==> src/rtl/jtag_scan_master.sv <==
// jtag_scan_master
//   Bit-banging JTAG host. Accepts one scan command at a time (TAP reset,
//   IR scan or DR scan of 1..MAX_LEN bits). It walks the TAP from
//   Run-Test/Idle through the scan and back to Run-Test/Idle, and returns
//   the captured TDO bits.
//
//   Each TCK step has a low phase of CLK_DIV clk followed by a high phase of
//   CLK_DIV clk. TMS/TDI change at the start of the low phase. TDO is
//   sampled on the last clk of the high phase.
//
// Parameters
//   MAX_LEN  maximum scan length; width of CMD_DATA / RSP_DATA
//   CLK_DIV  clk cycles per TCK half-period (>= 1)
//
// Ports
//   clk, RESET             system clock, synchronous active-high reset
//   CMD_VALID/CMD_READY    command handshake
//   CMD_TYPE               0 = TAP reset, 1 = IR scan, 2 = DR scan, 3 = error
//   CMD_LEN, CMD_DATA      bit count and TDI bits (LSB shifted first)
//   RSP_VALID/RSP_READY    response handshake; the response is held until consumed
//   RSP_DATA, RSP_ERR      captured TDO (first bit in bit 0) and reject flag
//   BUSY                   high whenever the FSM is not idle
//   TCK, TMS, TDI, TDO     JTAG pins
//   LOOPBACK               only when SCAN_LOOPBACK_EN is defined; when high,
//                          the driven TDI is sampled instead of TDO
//
// Optional feature macro: SCAN_LOOPBACK_EN
module jtag_scan_master #(
    parameter int MAX_LEN = 32,
    parameter int CLK_DIV = 2,
    localparam int LW = $clog2(MAX_LEN + 1)
) (
    input  logic               clk,
    input  logic               RESET,
    input  logic               CMD_VALID,
    output logic               CMD_READY,
    input  logic [1:0]         CMD_TYPE,
    input  logic [LW-1:0]      CMD_LEN,
    input  logic [MAX_LEN-1:0] CMD_DATA,
    output logic               RSP_VALID,
    input  logic               RSP_READY,
    output logic [MAX_LEN-1:0] RSP_DATA,
    output logic               RSP_ERR,
    output logic               BUSY,
    output logic               TCK,
    output logic               TMS,
    output logic               TDI,
    input  logic               TDO
`ifdef SCAN_LOOPBACK_EN
    ,
    input  logic               LOOPBACK
`endif
);

    localparam int PW = $clog2(CLK_DIV + 1);
    localparam int SW = $clog2(MAX_LEN + 7);
    localparam logic [PW-1:0] PH_LAST = PW'(CLK_DIV - 1);

    typedef enum logic [2:0] {S_INIT, S_IDLE, S_RST, S_SCAN, S_RESP} state_t;

    state_t               state_q, state_n;
    logic                 tck_q, tms_q, tdi_q;
    logic [PW-1:0]        ph_q;
    logic [SW-1:0]        step_q;
    logic [LW-1:0]        bits_q, len_q;
    logic [1:0]           type_q;
    logic [MAX_LEN-1:0]   data_q;
    logic [MAX_LEN-1:0]   rsp_data_q;
    logic                 rsp_valid_q, rsp_err_q;

    logic                 seq, scan, ir, ph_last, high_end, last_step;
    logic                 cur_shift, nxt_tms, nxt_shift, cmd_bad, accept, sample;
    logic [SW-1:0]        len_s, last_idx, step_nx;
    logic [LW-1:0]        idx;
    logic [MAX_LEN-1:0]   data_nx;

    // Number of TCK steps before the first shift: DR 1,0,0 ; IR 1,1,0,0.
    function automatic logic [SW-1:0] pre_len(input logic is_ir);
        return is_ir ? SW'(4) : SW'(3);
    endfunction

    // TMS for step s of the current sequence. Non-scan sequences are the
    // 1,1,1,1,1,0 TAP reset walk.
    function automatic logic tms_at(input logic is_scan, input logic is_ir,
                                    input logic [SW-1:0] s, input logic [SW-1:0] len);
        logic [SW-1:0] pre;
        pre = pre_len(is_ir);
        if (!is_scan)      return (s < SW'(5));
        if (s < pre)       return is_ir ? (s < SW'(2)) : (s == '0);
        if (s < pre + len) return (s == pre + len - SW'(1));
        return (s == pre + len);
    endfunction

    function automatic logic shift_at(input logic is_scan, input logic is_ir,
                                      input logic [SW-1:0] s, input logic [SW-1:0] len);
        logic [SW-1:0] pre;
        pre = pre_len(is_ir);
        return is_scan && (s >= pre) && (s < pre + len);
    endfunction

`ifdef SCAN_LOOPBACK_EN
    assign sample = LOOPBACK ? tdi_q : TDO;
`else
    assign sample = TDO;
`endif

    assign CMD_READY = (state_q == S_IDLE) && !rsp_valid_q;
    assign BUSY      = (state_q != S_IDLE);
    assign RSP_VALID = rsp_valid_q;
    assign RSP_DATA  = rsp_data_q;
    assign RSP_ERR   = rsp_err_q;
    assign TCK       = tck_q;
    assign TMS       = tms_q;
    assign TDI       = tdi_q;

    always_ff @(posedge clk) begin
        if (RESET) state_q <= S_INIT;
        else       state_q <= state_n;
    end

    always_comb begin
        state_n   = state_q;
        seq       = (state_q == S_INIT) || (state_q == S_RST) || (state_q == S_SCAN);
        scan      = (state_q == S_SCAN);
        ir        = (type_q == 2'd1);
        len_s     = SW'(len_q);
        ph_last   = (ph_q == PH_LAST);
        high_end  = seq && tck_q && ph_last;
        last_idx  = scan ? (pre_len(ir) + len_s + SW'(1)) : SW'(5);
        last_step = (step_q == last_idx);
        step_nx   = step_q + SW'(1);
        cur_shift = shift_at(scan, ir, step_q, len_s);
        nxt_tms   = tms_at(scan, ir, step_nx, len_s);
        nxt_shift = shift_at(scan, ir, step_nx, len_s);
        data_nx   = cur_shift ? (data_q >> 1) : data_q;
        idx       = len_q - bits_q;
        cmd_bad   = (CMD_LEN == '0) || (CMD_LEN > LW'(MAX_LEN)) || (CMD_TYPE == 2'd3);
        accept    = (state_q == S_IDLE) && CMD_VALID && !rsp_valid_q;

        case (state_q)
            S_INIT: if (high_end && last_step) state_n = S_IDLE;
            S_IDLE: if (accept) begin
                if (cmd_bad)                state_n = S_RESP;
                else if (CMD_TYPE == 2'd0)  state_n = S_RST;
                else                        state_n = S_SCAN;
            end
            S_RST, S_SCAN: if (high_end && last_step) state_n = S_RESP;
            S_RESP: if (RSP_READY) state_n = S_IDLE;
            default: state_n = S_INIT;
        endcase
    end

    // Sequencer: reset loads step 0 of the TAP reset walk directly, so the
    // first low phase starts in the reset cycle itself.
    always_ff @(posedge clk) begin
        if (RESET) begin
            tck_q       <= 1'b0;
            tms_q       <= 1'b1;
            tdi_q       <= 1'b0;
            ph_q        <= '0;
            step_q      <= '0;
            rsp_valid_q <= 1'b0;
            rsp_err_q   <= 1'b0;
            rsp_data_q  <= '0;
        end else if (accept) begin
            type_q      <= CMD_TYPE;
            len_q       <= CMD_LEN;
            bits_q      <= CMD_LEN;
            data_q      <= CMD_DATA;
            tck_q       <= 1'b0;
            tms_q       <= !cmd_bad;
            tdi_q       <= 1'b0;
            ph_q        <= '0;
            step_q      <= '0;
            rsp_data_q  <= '0;
            rsp_err_q   <= cmd_bad;
            rsp_valid_q <= cmd_bad;
        end else if (seq) begin
            if (!ph_last) begin
                ph_q <= ph_q + PW'(1);
            end else begin
                ph_q <= '0;
                if (!tck_q) begin
                    tck_q <= 1'b1;
                end else begin
                    // End of the high phase: sample, then fall into the next low phase.
                    tck_q <= 1'b0;
                    if (cur_shift) begin
                        rsp_data_q <= rsp_data_q | ({{(MAX_LEN-1){1'b0}}, sample} << idx);
                        data_q     <= data_nx;
                        bits_q     <= bits_q - LW'(1);
                    end
                    if (last_step) begin
                        tms_q       <= 1'b0;
                        tdi_q       <= 1'b0;
                        rsp_valid_q <= (state_q != S_INIT);
                    end else begin
                        step_q <= step_nx;
                        tms_q  <= nxt_tms;
                        tdi_q  <= nxt_shift & data_nx[0];
                    end
                end
            end
        end else if ((state_q == S_RESP) && RSP_READY) begin
            rsp_valid_q <= 1'b0;
        end
    end

endmodule

==> config.mk <==
export PLATFORM = sky130hd
export DESIGN_NAME = jtag_scan_master
export DESIGN_NICKNAME = d
export VERILOG_FILES = /design/src/rtl/jtag_scan_master.sv
export SDC_FILE = /design/constraint.sdc
export NUM_CORES = 1
export LEC_CHECK = 0
export CAP_MARGIN = 25
export CORE_ASPECT_RATIO = 2
export CORE_MARGIN = 2
export CORE_UTILIZATION = 40
export DETAILED_ROUTE_END_ITERATION = 12
export MAX_ROUTING_LAYER = met4
export PLACE_DENSITY = 0.67
export SLEW_MARGIN = 0
export SYNTH_ARGS = -nofsm -noshare
export SYNTH_HDL_FRONTEND = slang
export SYNTH_SLANG_ARGS = --single-unit
==> constraint.sdc <==
create_clock -name clk -period 5.9 [get_ports clk]
set_input_delay 1.18 -clock clk [delete_from_list [all_inputs] [get_ports clk]]
set_output_delay 1.18 -clock clk [all_outputs]
set_load 0.005 [all_outputs]
==> metrics.yaml <==
power:
  seq_power_share_pct: 51.3
  comb_power_share_pct: 4.9
  p_switching_mw: 0.313
  p_sw_share_pct: 23.5
  cellInternalPower_mw: 1.02
  leakagePower_nw: 2.43
  pwr-share-clk_pct: 43.8
  power_density_nw_per_um2: 206
  p_total_mw: 1.33
  ir_drop_mv: 0.157
sta:
  fin_crit_ns: 4.05
  finalHoldViolations: 0
  setup_viol: 0
  rsz0062_at_grt: "no"
  max_freq_mhz: 247
  tightest_slew_ns: 0.685
  slew_headroom_pct: 54.2
  slew_violations: 0
  setup_slack_ns: 1.85
  finalSetupTns_ns: 0
  fin_skew_ns: 0.0105
  period_share_pct: 68.6
hold_path:
  min_to: "TDI"
  holdCritStartpoint: "TDI"
  hp-class: "reg -> reg"
  min_path_cells: 2
cts:
  clk_pin_slew_ns: 0.07
  clkSinkCount: 94
  hold_buffers: 0
  cts_setup_buffers: 0
  ctsResizeCount: 0
  htree_num_levels: 3
  cts_tree: "yes"
  clockBufferDepth: 2
  root_buffer: "clkbuf_16"
  numCtsBuffers: 9
  clk_latency_ns: 0.35
placement:
  port_buffers: 83
  place_area_um2: 6140
  pre_cts_ws_ns: 1.57
  dp.cells: 706
  place_congestion: 0.939
  dpl.hpwl_mm: 9.03
global_routing:
  grt_antenna_before_repair: 0
  grt_use_total_pct: 18.2
  grt_pass1_vias: 3902
  gr-total-overflow: 0
  grt_max_degree: 39
  grt_pass1_wl_mm: 19.5
routing:
  vias: 4080
  wl_mm: 12.4
  ant_nets: 0
  drt_iter0_markers: 187
  wl_per_cell_um: 17.1
  dr.pass1.iters: 4
  viasPerCell: 5.64
  drcViolationCount: 0
synthesis:
  syn_area_per_cell_um2: 10.6
  ys_seq_area_share_pct: 44.9
  ys_seq_elements: 94
  ys_async_sr_fraction_pct: 0
  syn_inst: 493
  synth-edff-count: 46
  synthesis.area_um2: 5220
  syn-num-nets: 569
  yosys_warnings: 0
  ys.flop_type: "dfxtp_1"
  synthDistinctLibCells: 65
floorplanning:
  row_count: 59
  initial_core_util_pct: 40.6
  die_area_um2: 14000
  die_h_um: 166
  die_w_um: 84.8
  core_area_um2: 12800
  io_pins: 84
layout:
  final_common_cell: "clkdlybuf4s50_1"
  finalInstanceArea_um2: 6460
  nFillCells: 1200
  syn2layout_area_growth_pct: 23.7
  drive_gt1_share_pct: 7.01
  instances_no_fill: 723
  multi_input_area_um2: 2640
  regArea_um2: 2340
  most-common-layout-cells: "clkdlybuf4s50_1, a22o_1, dfxtp_1"
  nets: 642
  n_antenna_cell: 0
critical_path:
  cp_data_arrival_time_ns: 4.34
  path_max_fanout: 34
  crit_chain: "nand2b_1, inv_1, ha_1, nor2_1, nor3_1, nor2_1, inv_1, ha_1, o21ai_0, nand2b_1, maj3_2, a21boi_2, buf_4, and4_1, a22o_1"
  slowest_delay_ns: 0.47
  cp-start-kind: "flip-flop"
  r2r_slack_ns: 1.85
  cp.required_ns: 6.19
  r2r_start: "type_q[0]"
  worstSetupPathType: "reg -> reg"
  slowest_stage: "nor3_1"
  rr_endpoint: "RSP_DATA[20]"
  r2r.worst_path.cells: 15
  end_kind: "flip-flop"
flow_run:
  cap_violations: 0
run_status:
  status: "finished clean"
[routing by layer]
| layer | vias to the layer above | wire, µm | global-route usage (%) |
|---|---|---|---|
| li1 | 1988 | - | - |
| met1 | 1938 | 5530 | 23.1 |
| met2 | 136 | 5910 | 28.9 |
| met3 | 18 | 675 | 4.08 |
| met4 | 0 | 240 | 5.92 |
| met5 | - | 0 | - |
[cell usage after synthesis, types with 5 or more instances]
cell	instances	area share, %
nand2b_1	10	1.2
nand2_1	24	1.7
a21o_1	7	1.0
nand3_1	15	1.4
ha_1	29	7.0
o21ai_0	15	1.4
xor2_1	10	1.7
a22o_1	62	10
inv_1	25	1.8
edfxtp_1	46	26
nor3_1	10	0.96
buf_2	8	0.77
a21oi_1	17	1.6
nor2b_1	7	0.84
and3_1	7	0.84
clkbuf_1	12	0.86
nor2_1	35	2.5
and4_1	5	0.84
xnor2_1	19	3.2
dfxtp_1	48	18
[power by group through the flow]
stage               sequential (mW)  clock (mW)  combinational [mW]
floorplan                     0.697           0              0.0228
global placement              0.697           0              0.0648
detailed placement            0.698           0              0.0646
CTS                           0.682       0.595              0.0649
global route                  0.683       0.623              0.0702
finish                        0.683       0.582              0.0646
[layout make-up]
| cell class | instances | share of cell area (%) |
|---|---|---|
| clock inverter | 7 | 1.16 |
| sequential | 94 | 36.3 |
| timing repair buffer | 88 | 13.6 |
| clock buffer | 9 | 3.49 |
| tap | 152 | 2.95 |
| inverter | 27 | 1.57 |
| multi-input combinational | 346 | 40.9 |
[flip-flops by register name, indices dropped and copies added (netlist names), 2 cells and up]
register / flops
ph_q: 2
len_q: 6
bits_q: 6
state_q: 3
data_q: 32
type_q: 2
RSP_DATA: 32
step_q: 6
[worst max-delay path, delay by kind of cell, from the launching register on]
| family | cells | cell delay [ns] |
|---|---|---|
| and+or+nand+nor | 6 | 1.58 |
| DFF | 1 | 0.37 |
| buffers and inverters | 3 | 0.66 |
| AOI/OAI and AO/OA | 3 | 0.42 |
| adders and majority gates | 3 | 0.97 |
[logic make-up after synthesis]
logic type | share of synthesized area (%)
adder cells (fa/ha/maj) | 8.32
AO/OA/AOI/OAI | 21.1
multiplexers | 1.20
flip-flops | 44.9
XOR/XNOR | 6.14
buffers and inverters | 4.72
AND/OR/NAND/NOR | 13.7
[worst max-delay path by stage]
stage                    from      endpoint  depth (start not counted)
global placement    type_q[0]    data_q[15]                         14
detailed placement  type_q[0]    data_q[13]                         14
floorplan           type_q[0]     bits_q[0]                         15
finish              type_q[0]  RSP_DATA[20]                         15
global route        type_q[0]   RSP_DATA[1]                         15
CTS                 type_q[0]    data_q[16]                         14
[through the flow]
stage          util [%]  hold WS [ns]
2_1_floorplan         -         0.454
3_3_place_gp       47.8         0.457
3_5_place_dp       47.8         0.466
4_1_cts            50.1         0.481
5_1_grt            50.3         0.501
6_report           50.3         0.480
Note: power is estimated with default switching activity, not from simulation.
